## src/rtl/axi_r_arbiter.sv

```systemverilog
// ---------------------------------------------------------------------------
// axi_r_arbiter
//   Shares a single downstream AXI read master between an icache (port 0)
//   and a dcache (port 1). Only one transaction is outstanding at a time.
//   Ties are broken round-robin (RoundRobin=1) or in favour of the dcache
//   (RoundRobin=0). A burst-length mismatch between the latched arlen and
//   the observed rlast produces a one-cycle err_o pulse.
//
// Ports
//   clk_i      : clock, rising edge
//   rst_ni     : asynchronous active-low reset
//   ic_req_i   : icache AR/R master signals      ic_rsp_o : icache response
//   dc_req_i   : dcache AR/R master signals      dc_rsp_o : dcache response
//   mem_req_o  : downstream AR/R master signals  mem_rsp_i: downstream response
//   grant_o    : one-hot owner (bit0 icache, bit1 dcache), 0 when idle
//   err_o      : one-cycle pulse on burst-length mismatch
//
// States
//   IDLE | no owner; arbitrate requests, all outputs 0
//   ADDR | address phase of the granted port forwarded downstream
//   DATA | read beats of the granted port forwarded upstream
// ---------------------------------------------------------------------------
package axi_r_arbiter_pkg;
    typedef struct packed {
        logic        arvalid;
        logic [31:0] araddr;
        logic [7:0]  arlen;
        logic [2:0]  arsize;
        logic [1:0]  arburst;
        logic        rready;
    } axi_r_m2s_t;

    typedef struct packed {
        logic        arready;
        logic        rvalid;
        logic [31:0] rdata;
        logic        rlast;
    } axi_r_s2m_t;
endpackage

module axi_r_arbiter
    import axi_r_arbiter_pkg::*;
#(
    parameter int RoundRobin = 1
) (
    input  logic       clk_i,
    input  logic       rst_ni,
    input  axi_r_m2s_t ic_req_i,
    output axi_r_s2m_t ic_rsp_o,
    input  axi_r_m2s_t dc_req_i,
    output axi_r_s2m_t dc_rsp_o,
    output axi_r_m2s_t mem_req_o,
    input  axi_r_s2m_t mem_rsp_i,
    output logic [1:0] grant_o,
    output logic       err_o
);

    typedef enum logic [1:0] {
        ST_IDLE = 2'd0,
        ST_ADDR = 2'd1,
        ST_DATA = 2'd2
    } state_t;

    state_t     r_state;
    state_t     w_state_nxt;
    logic [1:0] r_grant;
    logic       r_rr_dc_last;   // 1 = dcache was served last
    logic [7:0] r_beat_lim;
    logic [7:0] r_beat_cnt;

    logic       w_any_req;
    logic       w_tie_dc;
    logic       w_win_dc;
    axi_r_m2s_t w_sel;
    logic       w_beat;

    assign w_any_req = ic_req_i.arvalid | dc_req_i.arvalid;

    always_comb begin
        if (RoundRobin != 0) begin
            w_tie_dc = ~r_rr_dc_last;
        end else begin
            w_tie_dc = 1'b1;
        end
    end

    // A lone requester wins regardless of the pointer.
    assign w_win_dc = dc_req_i.arvalid & (~ic_req_i.arvalid | w_tie_dc);
    assign w_sel    = r_grant[1] ? dc_req_i : ic_req_i;
    assign w_beat   = mem_rsp_i.rvalid & w_sel.rready;
    assign grant_o  = r_grant;

    // State register
    always_ff @(posedge clk_i or negedge rst_ni) begin
        if (!rst_ni) begin
            r_state <= ST_IDLE;
        end else begin
            r_state <= w_state_nxt;
        end
    end

    // Next-state logic; a dropped arvalid in ADDR keeps the FSM in ADDR.
    always_comb begin
        w_state_nxt = r_state;
        case (r_state)
            ST_IDLE: if (w_any_req) w_state_nxt = ST_ADDR;
            ST_ADDR: if (w_sel.arvalid && mem_rsp_i.arready) w_state_nxt = ST_DATA;
            ST_DATA: if (w_beat && mem_rsp_i.rlast) w_state_nxt = ST_IDLE;
            default: w_state_nxt = ST_IDLE;
        endcase
    end

    // Grant, beat limit/counter and round-robin pointer
    always_ff @(posedge clk_i or negedge rst_ni) begin
        if (!rst_ni) begin
            r_grant      <= 2'b00;
            r_rr_dc_last <= 1'b0;
            r_beat_lim   <= 8'd0;
            r_beat_cnt   <= 8'd0;
        end else begin
            if (r_state == ST_IDLE && w_any_req) begin
                r_grant    <= w_win_dc ? 2'b10 : 2'b01;
                r_beat_lim <= w_win_dc ? dc_req_i.arlen : ic_req_i.arlen;
                r_beat_cnt <= 8'd0;
            end else if (r_state == ST_DATA && w_beat) begin
                r_beat_cnt <= r_beat_cnt + 8'd1;
                if (mem_rsp_i.rlast) begin
                    r_grant      <= 2'b00;
                    r_rr_dc_last <= r_grant[1];
                end
            end
        end
    end

    // Output logic
    always_comb begin
        mem_req_o = '0;
        ic_rsp_o  = '0;
        dc_rsp_o  = '0;
        err_o     = 1'b0;
        case (r_state)
            ST_ADDR: begin
                mem_req_o        = w_sel;
                mem_req_o.rready = 1'b0;
                if (r_grant[1]) begin
                    dc_rsp_o.arready = mem_rsp_i.arready;
                end else begin
                    ic_rsp_o.arready = mem_rsp_i.arready;
                end
            end
            ST_DATA: begin
                mem_req_o.rready = w_sel.rready;
                if (r_grant[1]) begin
                    dc_rsp_o.rvalid = mem_rsp_i.rvalid;
                    dc_rsp_o.rdata  = mem_rsp_i.rdata;
                    dc_rsp_o.rlast  = mem_rsp_i.rlast;
                end else begin
                    ic_rsp_o.rvalid = mem_rsp_i.rvalid;
                    ic_rsp_o.rdata  = mem_rsp_i.rdata;
                    ic_rsp_o.rlast  = mem_rsp_i.rlast;
                end
                // Counter holds the index of the beat currently presented.
                if (w_beat) begin
                    if (mem_rsp_i.rlast) begin
                        err_o = (r_beat_cnt != r_beat_lim);
                    end else begin
                        err_o = (r_beat_cnt == r_beat_lim);
                    end
                end
            end
            default: ;
        endcase
    end

endmodule

```

## config.mk

```make
export PLATFORM = sky130hd
export DESIGN_NAME = axi_r_arbiter
export DESIGN_NICKNAME = d
export VERILOG_FILES = /design/src/rtl/axi_r_arbiter.sv
export SDC_FILE = /design/constraint.sdc
export NUM_CORES = 1
export LEC_CHECK = 0
export BUFFER_PORTS_ARGS = -buffer_cell sky130_fd_sc_hd__buf_2
export CAP_MARGIN = 15
export CORE_ASPECT_RATIO = 0.7
export CORE_MARGIN = 2
export CORE_UTILIZATION = 23
export CTS_CLUSTER_SIZE = 40
export DETAILED_ROUTE_END_ITERATION = 12
export PLACE_DENSITY = 0.68
export SLEW_MARGIN = 20
export SYNTH_ARGS = -nofsm -noshare
export SYNTH_HDL_FRONTEND = slang
export SYNTH_SLANG_ARGS = --single-unit
```

## constraint.sdc

```tcl
create_clock -name clk_i -period 3.64 [get_ports clk_i]
set_input_delay 0.182 -clock clk_i [delete_from_list [all_inputs] [get_ports clk_i]]
set_output_delay 0.182 -clock clk_i [all_outputs]
set_load 0.01 [all_outputs]
```

==> run metrics, run 1 <==
status=completed; RePlAce Congestion=between 0.8 and 0.9; worst path bufs/invs=2; post-synthesis cell type count=33; layout cells sized above 1=roughly 50%; via count=2917; pwr dens=575 nW/um^2; Clock transition at path regs=0.06 ns; largest net degree at the start of global routing=48; Die Span Y=just under 90 um; synth warn=0; ys async rst share=100%; fin crit share=roughly three fifths; CP arrival=~2 ns; Seq/Total Area, Yosys=23.1%; Hold Crit Class=input pin to register; WL final=approximately 8900 um; setup violators final=0; antenna diode count=0; RSZ-0062 raised after global routing=false; Setup Crit Path Kind=register to output pin; FMAX=447 MHz; first-pass GRT wire length=~13000 um; DR WL/cell=between 10 and 15 um; Crit path largest cell delay=0.64 ns; First DRT Iteration DRCs=roughly 110; maximum VDD drop=~320 uV; Root Buffer Master=clkbuf_16; DRC Markers=0; Hold Buf Count CTS=1; Crit Path Max Fanout=38; Fin Clk Skew=roughly 0.0022 ns; initial antenna violation count=0; grt total ovfl=0; Post-synth EDFFs=0; Worst Tran Pin Value=0.920 ns; endpoint class of the critical path=output pin; TritonCTS Sinks=21; Syn Inst Count=between 200 and 300; H-tree levels=1; Resize count post-CTS=0; Starting Density=about a quarter; CTS Buffer Depth=2; Port Buffers=250; Mean Syn Cell Area=slightly below 8 um^2; post-CTS setup buffers=0; TritonRoute pass-1 iters=4; final count of hold timing violations=0; Antenna Nets Post-Route=0; Period minus WS final=around 2.2 ns; CTS tree=done; Pins Over Slew Limit=0; #FFs+latches synth=21; CP cell instances=buf_4 -> mux2i_1 -> nor2_1 -> buf_2; Pleak=about 0.0022 uW; Worst slew margin=between 30% and 40%; max-cap violations=0; cell family with most CP delay=buffers and inverters; Die Width=123 um; DIE AREA=around 11000 um^2; mapped cell area=2280 um^2; critical path required time=between 3 and 4 ns; GRT Total Usage=~15%; CORE AREA=just under 10000 um^2; hpwl dp=~7500 um; fin nets=roughly 660; CTS Buf Count=3; Mapped Nets=420; vias in the first global route=approximately 2700; # IOs=251; latest clock arrival within the worst-skew pair=roughly 0.25 ns; post-DR vias/cell=~4.5; Post-synth top flop=dfrtp_1; final core occ=between 30% and 40%; CP max-delay cell=dfrtp_2; CP startpoint kind=register; setup_tns=0 ns; std cell rows=30; Area Overhead vs Synth=63.1%
## worst min-delay path, delay by kind of cell
kind,cells,cell delay (ns)
buf+inv,2,0.14
compound gates,1,0.05
## synthesized netlist by cell type (all sizes together), types with 2 or more instances
| master | count | share of area, % |
|---|---|---|
| nand3b | 2 | 0.66 |
| xnor2 | 13 | 5.0 |
| o21ai | 5 | 1.1 |
| inv | 9 | 1.5 |
| clkbuf | 14 | 2.3 |
| a31o | 2 | 0.77 |
| dfrtp | 21 | 23 |
| nor2 | 59 | 10 |
| and2 | 68 | 19 |
| nand2 | 7 | 1.3 |
| a222oi | 8 | 3.5 |
| buf | 6 | 1.5 |
| nand2b | 3 | 0.82 |
| nand3 | 2 | 0.44 |
| mux2i | 48 | 22 |
| nand4 | 4 | 1.1 |
| nor3 | 2 | 0.44 |
| a21oi | 2 | 0.44 |
| or3 | 2 | 0.55 |
| nor4 | 2 | 1.9 |
| and3 | 2 | 0.55 |
## cell families (layout without fill, tap and decap cells)
kind of cell / count (synthesis) / in the layout / share of synthesized area [%]
buffers and inverters: 29 / 267 / 5.32
adder cells (fa/ha/maj): 1 / 1 / 0.549
XOR/XNOR: 13 / 13 / 4.99
multiplexers: 49 / 49 / 22.3
AO/OA/AOI/OAI: 20 / 20 / 6.75
flip-flops: 21 / 21 / 23.1
AND/OR/NAND/NOR: 155 / 155 / 37.0
## area by class of cell
| type | instances | area [um^2] |
|---|---|---|
| timing repair buffer | 254 | 1280 |
| clock buffer | 4 | 78.8 |
| inverter | 9 | 33.8 |
| multi-input combinational | 238 | 1640 |
| fill | 1003 | 5970 |
| tap | 128 | 160 |
| sequential | 21 | 527 |
## cells in the final DEF (no fill, tap or decap), types with 3 or more instances in the layout
master | synthesis | final
and2_1 | 68 | 68
buf_2 | 4 | 250
nand2_1 | 6 | 6
xnor2_1 | 13 | 13
clkbuf_16 | 0 | 3
dfrtp_1 | 21 | 20
buf_4 | 2 | 3
nand4_1 | 4 | 4
mux2i_1 | 47 | 47
nor2_1 | 58 | 58
inv_1 | 9 | 9
o21ai_0 | 4 | 4
a222oi_1 | 8 | 8
## final timing paths
kind                            slack, ns             to   startpoint  depth (start not counted)
worst max-delay path                 1.40   mem_req_o[1]   grant_o[1]                          4
worst min-delay path                 0.15  r_beat_lim[2]  ic_req_i[8]                          3
worst max register to register       1.81   r_rr_dc_last   grant_o[1]                          4
worst min register to register       0.53     grant_o[0]   grant_o[0]                          1
max in group asynchronous            2.86     grant_o[1]       rst_ni                          2
min in group asynchronous            0.42  r_beat_lim[7]       rst_ni                          2
## layer usage
| layer | wire length (um) | track usage, % |
|---|---|---|
| met5 | 0 | 0 |
| met4 | 101 | 3.93 |
| met3 | 702 | 1.96 |
| met2 | 4690 | 29.9 |
| met1 | 3450 | 16.8 |
## power by group
| group | internal, uW | switching, uW |
|---|---|---|
| Clock | 149 | 83.6 |
| Sequential | 309 | 108 |
| Combinational | 669 | 821 |
| Total | 1130 | 1010 |
## per-stage QoR
step	hold WS, ns	power [uW]	std cells	setup WS, ns	cell area [um^2]
2_1_floorplan	-0.114	1400	288	2.09	2280
3_3_place_gp	0.160	1890	649	1.73	3630
3_5_place_dp	0.173	1920	649	1.67	3630
4_1_cts	0.144	2160	654	1.39	3720
5_1_grt	0.149	2330	654	1.25	3720
6_report	0.147	2140	654	1.40	3720
## state kept, by name, indices dropped and copies added (netlist names)
name and flops:
r_beat_cnt 8, r_beat_lim 8, grant_o 2, r_state 2
r_rr_dc_last 1
Note: power is estimated with default switching activity, not from simulation.
==> run 2: changes to the inputs <==
--- a/config.mk
+++ b/config.mk
@@ -12,7 +12,7 @@
 export CORE_UTILIZATION = 23
 export CTS_CLUSTER_SIZE = 40
 export DETAILED_ROUTE_END_ITERATION = 12
-export PLACE_DENSITY = 0.68
+export PLACE_DENSITY = 0.7
 export SLEW_MARGIN = 20
 export SYNTH_ARGS = -nofsm -noshare
 export SYNTH_HDL_FRONTEND = slang
==> constraint.sdc (replaced) <==
create_clock -name clk_i -period 2 [get_ports clk_i]
set_input_delay 0.1 -clock clk_i [delete_from_list [all_inputs] [get_ports clk_i]]
set_output_delay 0.1 -clock clk_i [all_outputs]
set_load 0.01 [all_outputs]
==> run 2 against run 1 <==
Final area grew 0.91%. Clock power grew 85%. Cell count grew 0.31%. Combinational power grew 92%. Clock skew shrank 0.0011 ns. Non-clock buffer count grew 2. Largest cell class unchanged. Critical path depth grew 1. Largest power group unchanged. Die area is the same. Routed wire length grew 2.5%. Clock-buffer cell count shrank 1. First-iteration DRC count is the same. Total power grew 87%.
==> run metrics, run 2 (synthesized netlist as in run 1, its figures left out) <==
status=completed; Area Overhead vs Synth=64.6%; CTS Buffer Depth=2; CP max-delay cell=dfrtp_1; Root Buffer Master=clkbuf_16; CTS tree=done; post-route setup slack=0.105 ns; maximum VDD drop=541 uV; latest clock arrival within the worst-skew pair=0.25 ns; Fin Clk Skew=0.00110 ns; First DRT Iteration DRCs=approximately 110; Setup Crit Path Kind=register to output pin; critical path required time=~1.9 ns; via count=2927; std cell rows=30; max-cap violations=0; layout cells sized above 1=51.3%; WL final=roughly 9200 um; Crit path largest cell delay=roughly 0.44 ns; final core occ=between 30% and 40%; setup violators final=0; CP cell instances=xnor2_1 -> nand4_1 -> or3_1 -> a21boi_1 -> buf_2; pwr dens=~1100 nW/um^2; RePlAce Congestion=roughly 0.8; Sequential Power Share=about 18%; vias in the first global route=approximately 2600; Worst slew margin=about 39%; Die Span Y=around 87 um; commonest non-fill, non-tap cells in the layout=buf_2, and2_1, nor2_1; DR WL/cell=approximately 14 um; sw frac=between 40% and 50%; CP startpoint kind=register; placed cell area=3660 um^2; Clk pwr share=a little over a tenth; Internal=~2100 uW; RSZ-0062 raised after global routing=false; final count of hold timing violations=0; largest net degree at the start of global routing=between 50 and 60; TritonRoute pass-1 iters=4; setup_tns=0 ns; H-tree levels=1; GRT Total Usage=between 10% and 20%; Clock transition at path regs=approximately 0.06 ns; Period minus WS final=approximately 1.9 ns; fin area=3750 um^2; antenna diode count=0; Die Width=between 100 and 150 um; DIE AREA=~11000 um^2; grt total ovfl=0; endpoint class of the critical path=output pin; CORE AREA=~9700 um^2; DRC Markers=0; Pleak=roughly 0.0023 uW; hpwl dp=7780 um; Worst Tran Pin Value=0.904 ns; Starting Density=between 20% and 30%; # IOs=between 200 and 300; Hold Crit Class=input pin to register; CTS Buf Count=3; most common cell after layout, fill and taps aside=buf_2; TritonCTS Sinks=21; biggest regs=r_beat_cnt x8, r_beat_lim x8; first-pass GRT wire length=about 13000 um; fin crit share=between 90% and 100%; FMAX=528 MHz; pre-CTS setup slack=around 0.38 ns; CP arrival=~1.8 ns; Pins Over Slew Limit=0; combinational power share=a little under three quarters; Filler Cell Count=1015; P_sw=approximately 1900 uW; Antenna Nets Post-Route=0; Port Buffers=250; Crit Path Max Fanout=4; initial antenna violation count=0; post-DR vias/cell=about 4.5; post-CTS setup buffers=0; fin nets=around 660
## run 2: area by class of cell
| cell class | instances | area (um^2) | area share [%] |
|---|---|---|---|
| Clock inverter | 1 | 5.00 | 0.133 |
| Clock buffer | 3 | 75.1 | 2.00 |
| Multi-Input combinational cell | 238 | 1640 | 43.7 |
| Tap cell | 128 | 160 | 4.27 |
| Inverter | 9 | 33.8 | 0.900 |
| Sequential cell | 21 | 527 | 14.0 |
| Timing Repair Buffer | 256 | 1310 | 34.9 |
## run 2: layer usage
metal / GRT usage (%) / wire (um)
met5: 0 / 0
met4: 2.17 / 102
met3: 2.75 / 804
met2: 29.9 / 4840
met1: 17.2 / 3420
## run 2: worst max-delay path: cells and delay by family, from the launching register on
| family | cells | cell delay, ns |
|---|---|---|
| AND/OR/NAND/NOR | 2 | 0.52 |
| flip-flops | 1 | 0.44 |
| XOR/XNOR | 1 | 0.21 |
| AO/OA/AOI/OAI | 1 | 0.21 |
| buffers and inverters | 1 | 0.17 |
## run 2: final timing paths
| kind | cells after the start | end | startpoint | slack (ns) |
|---|---|---|---|---|
| max | 5 | err_o | r_beat_cnt[4] | 0.11 |
| min | 3 | r_beat_lim[7] | ic_req_i[13] | 0.07 |
| max reg2reg | 4 | r_beat_lim[0] | r_state[0] | 0.34 |
| min reg2reg | 1 | grant_o[0] | grant_o[0] | 0.52 |
| max in group asynchronous | 2 | grant_o[1] | rst_ni | 1.32 |
| min in group asynchronous | 2 | r_beat_lim[7] | rst_ni | 0.34 |
## run 2: per-stage QoR
step	total power (uW)	cells	hold slack [ns]
after floorplan	2540	288	-0.196
after global placement	3530	651	0.0810
after detailed placement	3600	651	0.0852
after CTS	4040	656	0.0670
after global routing	4300	656	0.0777
final	3990	656	0.0681
## run 2: power by group through the flow
stage | sequential [uW] | clock (uW) | combinational [uW]
6_report | 701 | 430 | 2860
5_1_grt | 717 | 448 | 3140
4_1_cts | 702 | 432 | 2910
3_5_place_dp | 707 | 0 | 2890
3_3_place_gp | 701 | 0 | 2830
2_1_floorplan | 662 | 0 | 1880
## run 2: what timing repair did
item / CTS / global route
hold buffers: 1 / 0
endpoints found under the setup margin: 0 / 1
hold endpoints to repair: 21 / 0
gates resized for setup: 0 / 1
